$ cat config.mk
export PLATFORM = sky130hd
export DESIGN_NAME = mmu_tlb_arbiter
export DESIGN_NICKNAME = d
export VERILOG_FILES = /design/src/rtl/mmu_tlb_arbiter_pkg.sv /design/src/rtl/mmu_resp_slot.sv /design/src/rtl/mmu_tlb_arbiter.sv
export SDC_FILE = /design/constraint.sdc
export NUM_CORES = 1
export LEC_CHECK = 0
export CAP_MARGIN = 20
export CORE_AREA = 2 2 116 118
export CTS_CLUSTER_DIAMETER = 50
export DETAILED_ROUTE_END_ITERATION = 10
export DIE_AREA = 0 0 118 120
export DONT_BUFFER_PORTS = 1
export GPL_TIMING_DRIVEN = 1
export PLACE_DENSITY = 0.49
export SETUP_SLACK_MARGIN = 0.02
export SLEW_MARGIN = 10
export SYNTH_ARGS = -nofsm -noshare
export SYNTH_HDL_FRONTEND = slang
export SYNTH_SLANG_ARGS = --single-unit
export TNS_END_PERCENT = 30
$ cat constraint.sdc
create_clock -name clk -period 5.4 [get_ports clk]
set_clock_uncertainty 0.2 [all_clocks]
set_input_delay 1.08 -clock clk [delete_from_list [all_inputs] [get_ports clk]]
set_output_delay 1.08 -clock clk [all_outputs]
set_load 0.05 [all_outputs]
$ cat src/rtl/mmu_tlb_arbiter_pkg.sv
// Shared types and widths for the TLB search-port arbiter.
package mmu_tlb_arbiter_pkg;

  localparam int unsigned VA_W    = 32;
  localparam int unsigned VPPN_W  = 19;
  localparam int unsigned ASID_W  = 10;
  localparam int unsigned PPN_W   = 20;
  localparam int unsigned PS_W    = 6;
  localparam int unsigned PLV_W   = 2;
  localparam int unsigned MAT_W   = 2;
  localparam int unsigned NUM_REQ = 3;

  typedef enum logic [1:0] {
    REQ_IF   = 2'd0,
    REQ_MEM  = 2'd1,
    REQ_SRCH = 2'd2
  } req_id_e;

  // Index-independent part of a search result; the index is appended per TLBNUM.
  typedef struct packed {
    logic             found;
    logic [PPN_W-1:0] ppn;
    logic [PS_W-1:0]  ps;
    logic [PLV_W-1:0] plv;
    logic [MAT_W-1:0] mat;
    logic             d;
    logic             v;
  } tlb_res_t;

  localparam int unsigned TLB_RES_FIXED_W = $bits(tlb_res_t);

  function automatic int unsigned tlb_res_w(input int unsigned tlbnum);
    return TLB_RES_FIXED_W + $clog2(tlbnum);
  endfunction

endpackage

$ cat src/rtl/mmu_resp_slot.sv
// One-entry response buffer: valid bit with reset, payload held while valid.
module mmu_resp_slot #(
  parameter int unsigned W = 37
) (
  input  logic         clk,
  input  logic         rst_n,
  input  logic         load_i,
  input  logic         consume_i,
  input  logic         kill_i,
  input  logic [W-1:0] data_i,
  output logic         valid_o,
  output logic [W-1:0] data_o
);

  logic         valid_q;
  logic         valid_d;
  logic [W-1:0] data_q;

  // kill wins over a same-cycle load
  always_comb begin
    valid_d = valid_q;
    if (load_i) begin
      valid_d = 1'b1;
    end else if (consume_i) begin
      valid_d = 1'b0;
    end
    if (kill_i) begin
      valid_d = 1'b0;
    end
  end

  always_ff @(posedge clk or negedge rst_n) begin
    if (!rst_n) begin
      valid_q <= 1'b0;
    end else begin
      valid_q <= valid_d;
    end
  end

  always_ff @(posedge clk) begin
    if (load_i) begin
      data_q <= data_i;
    end
  end

  assign valid_o = valid_q;
  assign data_o  = data_q;

endmodule

$ cat src/rtl/mmu_tlb_arbiter.sv
// Arbitrates IF, MEM and tlbsrch onto the single TLB search port and buffers
// each requester's result in its own one-entry slot.
module mmu_tlb_arbiter
  import mmu_tlb_arbiter_pkg::*;
#(
  parameter int unsigned TLBNUM = 16
) (
  input  logic                        clk,
  input  logic                        resetn,
  input  logic [ASID_W-1:0]           csr_asid,
  input  logic                        tlb_busy,
  input  logic                        flush,

  input  logic                        if_req_valid,
  input  logic [VA_W-1:0]             if_va,
  output logic                        if_req_ready,
  output logic                        if_resp_valid,
  input  logic                        if_resp_ready,
  output logic                        if_resp_found,
  output logic [$clog2(TLBNUM)-1:0]   if_resp_index,
  output logic [PPN_W-1:0]            if_resp_ppn,
  output logic [PS_W-1:0]             if_resp_ps,
  output logic [PLV_W-1:0]            if_resp_plv,
  output logic [MAT_W-1:0]            if_resp_mat,
  output logic                        if_resp_d,
  output logic                        if_resp_v,

  input  logic                        mem_req_valid,
  input  logic [VA_W-1:0]             mem_va,
  output logic                        mem_req_ready,
  output logic                        mem_resp_valid,
  input  logic                        mem_resp_ready,
  output logic                        mem_resp_found,
  output logic [$clog2(TLBNUM)-1:0]   mem_resp_index,
  output logic [PPN_W-1:0]            mem_resp_ppn,
  output logic [PS_W-1:0]             mem_resp_ps,
  output logic [PLV_W-1:0]            mem_resp_plv,
  output logic [MAT_W-1:0]            mem_resp_mat,
  output logic                        mem_resp_d,
  output logic                        mem_resp_v,

  input  logic                        srch_req_valid,
  input  logic [VA_W-1:0]             srch_va,
  output logic                        srch_req_ready,
  output logic                        srch_resp_valid,
  input  logic                        srch_resp_ready,
  output logic                        srch_resp_found,
  output logic [$clog2(TLBNUM)-1:0]   srch_resp_index,
  output logic [PPN_W-1:0]            srch_resp_ppn,
  output logic [PS_W-1:0]             srch_resp_ps,
  output logic [PLV_W-1:0]            srch_resp_plv,
  output logic [MAT_W-1:0]            srch_resp_mat,
  output logic                        srch_resp_d,
  output logic                        srch_resp_v,

  output logic [VPPN_W-1:0]           s_vppn,
  output logic                        s_va_bit12,
  output logic [ASID_W-1:0]           s_asid,
  input  logic                        s_found,
  input  logic [$clog2(TLBNUM)-1:0]   s_index,
  input  logic [PPN_W-1:0]            s_ppn,
  input  logic [PS_W-1:0]             s_ps,
  input  logic [PLV_W-1:0]            s_plv,
  input  logic [MAT_W-1:0]            s_mat,
  input  logic                        s_d,
  input  logic                        s_v
);

  localparam int unsigned IDX_W = $clog2(TLBNUM);
  localparam int unsigned RES_W = tlb_res_w(TLBNUM);

  logic [NUM_REQ-1:0] req_valid_c;
  logic [NUM_REQ-1:0] resp_ready_c;
  logic [NUM_REQ-1:0] resp_valid_c;
  logic [NUM_REQ-1:0] kill_c;
  logic [NUM_REQ-1:0] elig_c;
  logic [NUM_REQ-1:0] grant_c;
  req_id_e            last_q;
  req_id_e            last_d;
  logic [VA_W-1:12]   va_sel_c;
  tlb_res_t           s_res_c;
  logic [RES_W-1:0]   slot_in_c;
  logic [RES_W-1:0]   slot_data [NUM_REQ];
  tlb_res_t           if_res;
  tlb_res_t           mem_res;
  tlb_res_t           srch_res;
  logic               unused_va_low;

  assign req_valid_c  = {srch_req_valid, mem_req_valid, if_req_valid};
  assign resp_ready_c = {srch_resp_ready, mem_resp_ready, if_resp_ready};
  assign kill_c       = {1'b0, flush, flush};

  // A slot can accept a new result when empty or drained this same cycle.
  assign elig_c = req_valid_c & (~resp_valid_c | resp_ready_c)
                & {NUM_REQ{~tlb_busy & ~flush}};

  // SRCH first; IF/MEM tie goes to whichever did not win last.
  always_comb begin
    grant_c = '0;
    last_d  = last_q;
    if (elig_c[REQ_SRCH]) begin
      grant_c[REQ_SRCH] = 1'b1;
    end else if (elig_c[REQ_IF] && (!elig_c[REQ_MEM] || last_q == REQ_MEM)) begin
      grant_c[REQ_IF] = 1'b1;
    end else if (elig_c[REQ_MEM]) begin
      grant_c[REQ_MEM] = 1'b1;
    end
    if (grant_c[REQ_IF]) begin
      last_d = REQ_IF;
    end else if (grant_c[REQ_MEM]) begin
      last_d = REQ_MEM;
    end
  end

  always_ff @(posedge clk or negedge resetn) begin
    if (!resetn) begin
      last_q <= REQ_MEM;
    end else begin
      last_q <= last_d;
    end
  end

  assign if_req_ready   = grant_c[REQ_IF];
  assign mem_req_ready  = grant_c[REQ_MEM];
  assign srch_req_ready = grant_c[REQ_SRCH];

  // IF address doubles as the idle value of the search port.
  always_comb begin
    va_sel_c = if_va[VA_W-1:12];
    if (grant_c[REQ_SRCH]) begin
      va_sel_c = srch_va[VA_W-1:12];
    end else if (grant_c[REQ_MEM]) begin
      va_sel_c = mem_va[VA_W-1:12];
    end
  end

  assign s_vppn        = va_sel_c[VA_W-1:13];
  assign s_va_bit12    = va_sel_c[12];
  assign s_asid        = csr_asid;
  assign unused_va_low = ^{if_va[11:0], mem_va[11:0], srch_va[11:0]};

  assign s_res_c = '{found: s_found, ppn: s_ppn, ps: s_ps, plv: s_plv,
                     mat: s_mat, d: s_d, v: s_v};
  assign slot_in_c = {IDX_W'(s_index), s_res_c};

  for (genvar g = 0; g < NUM_REQ; g++) begin : g_slot
    mmu_resp_slot #(.W(RES_W)) u_slot (
      .clk       (clk),
      .rst_n     (resetn),
      .load_i    (grant_c[g]),
      .consume_i (resp_ready_c[g]),
      .kill_i    (kill_c[g]),
      .data_i    (slot_in_c),
      .valid_o   (resp_valid_c[g]),
      .data_o    (slot_data[g])
    );
  end

  assign if_resp_valid   = resp_valid_c[REQ_IF];
  assign mem_resp_valid  = resp_valid_c[REQ_MEM];
  assign srch_resp_valid = resp_valid_c[REQ_SRCH];

  assign {if_resp_index, if_res}     = slot_data[REQ_IF];
  assign {mem_resp_index, mem_res}   = slot_data[REQ_MEM];
  assign {srch_resp_index, srch_res} = slot_data[REQ_SRCH];

  assign if_resp_found   = if_res.found;
  assign if_resp_ppn     = if_res.ppn;
  assign if_resp_ps      = if_res.ps;
  assign if_resp_plv     = if_res.plv;
  assign if_resp_mat     = if_res.mat;
  assign if_resp_d       = if_res.d;
  assign if_resp_v       = if_res.v;

  assign mem_resp_found  = mem_res.found;
  assign mem_resp_ppn    = mem_res.ppn;
  assign mem_resp_ps     = mem_res.ps;
  assign mem_resp_plv    = mem_res.plv;
  assign mem_resp_mat    = mem_res.mat;
  assign mem_resp_d      = mem_res.d;
  assign mem_resp_v      = mem_res.v;

  assign srch_resp_found = srch_res.found;
  assign srch_resp_ppn   = srch_res.ppn;
  assign srch_resp_ps    = srch_res.ps;
  assign srch_resp_plv   = srch_res.plv;
  assign srch_resp_mat   = srch_res.mat;
  assign srch_resp_d     = srch_res.d;
  assign srch_resp_v     = srch_res.v;

endmodule

== After elaboration in Yosys (flattened, before gate mapping) ==
Index checks and enable logic that the tools add are counted.

* Output and inout port bits: 147
* Input bits: 153
* Flip-flop bits (word level): 116

* Equal/unequal tests: 1
* Reduce and logical (&&, ||, !) cells: 7
* Bitwise gates (word level): 7
* Multiplexer cells: 17

{| class="wikitable"
|+ Operators with widths
! cell !! count
|-
| 2-to-1 mux 20 bit || 2
|-
| 2-to-1 mux 1 bit || 12
|-
| AND 3 bit || 2
|-
| 2-to-1 mux 2 bit || 3
|-
| nonzero test 3 bit || 2
|-
| nonzero test 2 bit || 2
|-
| inverter 3 bit || 1
|-
| bitwise OR 3 bit || 1
|-
| == test 2 x 1 -> 1 bit, second input constant || 1
|-
| inverter 1 bit || 2
|-
| AND 1 bit || 1
|-
| logical AND 1 bit || 1
|-
| zero test 1 bit || 1
|-
| logical OR 1 bit || 1
|}

== Longest topological paths before layout ==
* Depth after elaboration: 11
* Mapped depth: 5
* Gate-level depth less buffers: 4

== By module ==
Synthesis repeated with hierarchy kept, for this count alone.

* Cell total of the unflattened synthesis: 198
* Area total of the unflattened synthesis: 4,066.4 um2

{| class="wikitable"
|+ Modules (own cells, without submodules)
! module !! times used !! cells an instance !! area each (um2)
|-
| mmu_resp_slot || 3 || 41 || 1,154.9
|-
| mmu_tlb_arbiter || 1 || 75 || 601.8
|}

== Least setup slack after synthesis ==
No wires, ideal clock.

* Path type: input to output
* Start point: in flush
* End point: out if_req_ready
* Stages: 4
* Arrival time: 3.864 ns
* Slack: 0.256 ns
* Path through: or2_1 a21oi_1 o211ai_1 nor2_1

* Cells in the longest elaborated chain, start to end: 8

{| class="wikitable"
|+ Ends and longest elaborated chain
! what !! line !! source
|-
| from (decl) || mmu_tlb_arbiter.sv:12 || <nowiki>input logic flush,</nowiki>
|-
| inverter 1 bit * || mmu_tlb_arbiter.sv:95 || <nowiki>& {NUM_REQ{~tlb_busy & ~flush}};</nowiki>
|-
| AND 1 bit * || mmu_tlb_arbiter.sv:95 ||
|-
| AND 3 bit * || mmu_tlb_arbiter.sv:95 ||
|-
| zero test 1 bit || mmu_tlb_arbiter.sv:103 || <nowiki>end else if (elig_c[REQ_IF] && (!elig_c[REQ_MEM] || last_q == REQ_MEM)) begin</nowiki>
|-
| logical OR 1 bit || mmu_tlb_arbiter.sv:103 ||
|-
| logical AND 1 bit || mmu_tlb_arbiter.sv:103 ||
|-
| 2-to-1 mux 1 bit || mmu_tlb_arbiter.sv:103 ||
|-
| 2-to-1 mux 2 bit * || mmu_tlb_arbiter.sv:101 || <nowiki>if (elig_c[REQ_SRCH]) begin</nowiki>
|-
| to (decl) || mmu_tlb_arbiter.sv:16 || <nowiki>output logic if_req_ready,</nowiki>
|}

Mark *: on every way between the ends. The rest lies on a longest branch, timed or not.

== Final worst setup path ==
* Start point: in flush
* End point: out s_vppn[17]

* Cells in the longest elaborated chain, start to end: 10

{| class="wikitable"
|+ Ends and longest elaborated chain
! what !! line !! source
|-
| inverter 1 bit * || mmu_tlb_arbiter.sv:95 ||
|-
| AND 1 bit * || mmu_tlb_arbiter.sv:95 ||
|-
| AND 3 bit * || mmu_tlb_arbiter.sv:95 ||
|-
| zero test 1 bit || mmu_tlb_arbiter.sv:103 ||
|-
| logical OR 1 bit || mmu_tlb_arbiter.sv:103 ||
|-
| logical AND 1 bit || mmu_tlb_arbiter.sv:103 ||
|-
| 2-to-1 mux 1 bit || mmu_tlb_arbiter.sv:103 ||
|-
| 2-to-1 mux 2 bit || mmu_tlb_arbiter.sv:101 ||
|-
| 2-to-1 mux 20 bit || mmu_tlb_arbiter.sv:132 || <nowiki>end else if (grant_c[REQ_MEM]) begin</nowiki>
|-
| 2-to-1 mux 20 bit * || mmu_tlb_arbiter.sv:130 || <nowiki>if (grant_c[REQ_SRCH]) begin</nowiki>
|-
| to (decl) || mmu_tlb_arbiter.sv:56 || <nowiki>output logic [VPPN_W-1:0] s_vppn,</nowiki>
|}

Marked as above.

==> impl_metrics.json <==
{
  "maxSlewHeadroom_pct": 34.2,
  "timing.hold.ws_ns": 0.171,
  "synthSimpleGateAreaFrac_pct": 9.24,
  "clk_pin_slew_worst_paths_ns": 0.06,
  "cts_root_buf": "clkbuf_16",
  "finalMaxSlewViolations": 0,
  "place_ws_ns": 1.20,
  "r2r_cells": 5,
  "syn_area_um2": 4210,
  "row_count": 42,
  "status": "completed",
  "arrival_ns": 2.85,
  "hold_buffers": 0,
  "cts.sinks": 115,
  "critical_path.cell_chain": "or3b_4, nor2b_4, a22oi_1, nand3_1",
  "layout_setup_ws_ns": 1.27,
  "grt_pass1_wl_um": 14500,
  "avgRoutedWirePerCell_um": 23.7,
  "ir_drop_mv": 0.192,
  "synth_top_family_by_area": "simple AND/OR/NAND/NOR gates",
  "via_count": 2296,
  "io_pins": 300,
  "fmaxAchievable_ghz": 0.242,
  "drive_above_1_share_pct": 16.3,
  "core_um2": 13000,
  "synth_top_cell_by_area": "edfxtp_1",
  "final_util_pct": 38.1,
  "path_class": "in -> out",
  "post_cts_buffers": 0,
  "power.leakage_nw": 1.62,
  "synth_xor_xnor_area_share_pct": 0,
  "slowest_delay_ns": 0.77,
  "cts_tree": "built",
  "diodes": 0,
  "io_buffer_count": 0,
  "crit_fanout": 36,
  "area_growth_pct": 17.3,
  "power-per-cell-area_nw_per_um2": 479,
  "postCtsResizedCells": 0,
  "drtIter0Drc": 207,
  "start_util_pct": 32.4,
  "synth_top_cell_area_share_pct": 79.1,
  "grt_pass1_vias": 2194,
  "ant_nets": 0,
  "tightest_slew_ns": 0.985,
  "setup_tns_ns": 0,
  "first_pass_iters": 5,
  "grt_max_degree": 41,
  "ys_ff_latch": 115,
  "syn_area_per_cell_um2": 17.3,
  "fp.dieH_um": 120,
  "finalSetupViolCount": 0,
  "required_ns": 4.12,
  "nets": 397,
  "post-route-drc-count": 0,
  "start_kind": "input port",
  "min_period_ns": 4.13,
  "ys_seq_area_share_pct": 81.6,
  "synth_cell_types": 24,
  "ys_warn_count": 0,
  "die_width_um": 118,
  "synthMuxAreaShare_pct": 0,
  "synth_nets": 396,
  "antenna_found_initial": 0,
  "min_path_type": "in -> async",
  "slowest_stage": "nor2b_4",
  "synth_fa_ha_area_share_pct": 0,
  "dpl.hpwl_um": 7370,
  "cts_max_path_buffers": 2,
  "h-tree-depth": 4,
  "synth_compound_area_share_pct": 5.35,
  "viasPerCell": 5.30,
  "finalWeightedCongestion": 0.744,
  "syn_inst": 243,
  "grt-ovfl-total": 0,
  "wl_um": 10300,
  "grt_usage_pct": 14.3,
  "crit_path_end_kind": "primary output",
  "clock_latency_ns": 0.40,
  "dieArea_um2": 14200,
  "cts_buffers": 17,
  "period_share_pct": 76.4,
  "fill_cells": 1200,
  "maxCapViolations": 0,
  "hold_viol": 0,
  "rsz0062_at_grt": "false",
  "ys_top_cells_by_area": "edfxtp_1 79%, a32oi_1 4.0%, nand4_1 3.0%"
}
## per-stage QoR
stage	instances	cell area, um2	total power, mW
2_1_floorplan	243	4210	1.25
3_3_place_gp	399	4310	1.25
3_5_place_dp	399	4310	1.25
4_1_cts	431	4920	2.40
5_1_grt	433	4940	2.46
6_report	433	4940	2.37
## where the power goes
| group | internal, mW | switching, mW |
|---|---|---|
| sequential | 1.01 | 0.0793 |
| clock | 0.731 | 0.400 |
| combinational | 0.0253 | 0.119 |
## registers in the layout, summed over array words and instances, names as in the netlist
register	count
g_slot.u_slot.data_o	111
g_slot.u_slot.valid_o	3
last_q	1
## Yosys cell counts
| cell | instances |
|---|---|
| a21oi_1 | 3 |
| a22oi_1 | 1 |
| a31oi_1 | 1 |
| a32oi_1 | 19 |
| and2b_1 | 1 |
| buf_2 | 4 |
| buf_4 | 11 |
| buf_6 | 3 |
| clkbuf_1 | 6 |
| dfrtp_1 | 3 |
| dfstp_2 | 1 |
| edfxtp_1 | 111 |
| inv_1 | 1 |
| nand2_1 | 24 |
| nand2b_1 | 3 |
| nand3_1 | 21 |
| nand4_1 | 20 |
| nor2_1 | 3 |
| nor2b_4 | 1 |
| o211a_1 | 1 |
| o211ai_1 | 2 |
| o21ai_0 | 1 |
| or2_1 | 1 |
| or3b_4 | 1 |
## cells by family after synthesis
group,Yosys count
and+or+nand+nor,75
AOI/OAI and AO/OA,28
DFF,115
buffers and inverters,25
## worst max-delay path: cells and delay by family
family | cells | cell delay, ns
compound gates | 1 | 0.15
simple gates | 3 | 1.61
## path summary, 6_finish.rpt
path | slack (ns) | to | from
max | 1.27 | s_vppn[17] | flush
min | 0.17 | g_slot[1].u_slot.valid_o | resetn
max reg2reg | 2.09 | g_slot[1].u_slot.data_o[16] | g_slot[0].u_slot.valid_o
min reg2reg | 0.39 | last_q[0] | last_q[0]
max in group asynchronous | 4.66 | last_q[0] | resetn
min in group clk | 0.39 | last_q[0] | last_q[0]
## cell usage in the layout (no fill, tap or decap), types with 2 or more instances in the layout
cell type	n
a21oi_1	3
a32oi_1	19
buf_4	5
bufinv_16	3
clkbuf_16	17
clkinv_4	4
clkinvlp_4	3
dfrtp_1	3
edfxtp_1	111
inv_6	3
nand2_1	24
nand2b_1	3
nand3_1	21
nand4_1	20
nor2_1	2
o211ai_1	2
## area by class of cell
class | count | area (um2) | share of cell area, %
Sequential cell | 115 | 3430 | 69.5
Multi-Input combinational cell | 103 | 622 | 12.6
Clock buffer | 18 | 429 | 8.69
Tap cell | 176 | 220 | 4.46
Clock inverter | 14 | 179 | 3.62
Timing Repair Buffer | 6 | 52.6 | 1.06
Inverter | 1 | 3.75 | 0.0760
## per-layer routing
metal,wire (um),share of wire [%],global-route usage [%]
met1,3520,34,14.1
met4,209,2.0,6.10
met3,1060,10,6.89
met5,0,0,0
met2,5480,53,25.5
(Power assumes the default switching activity.)
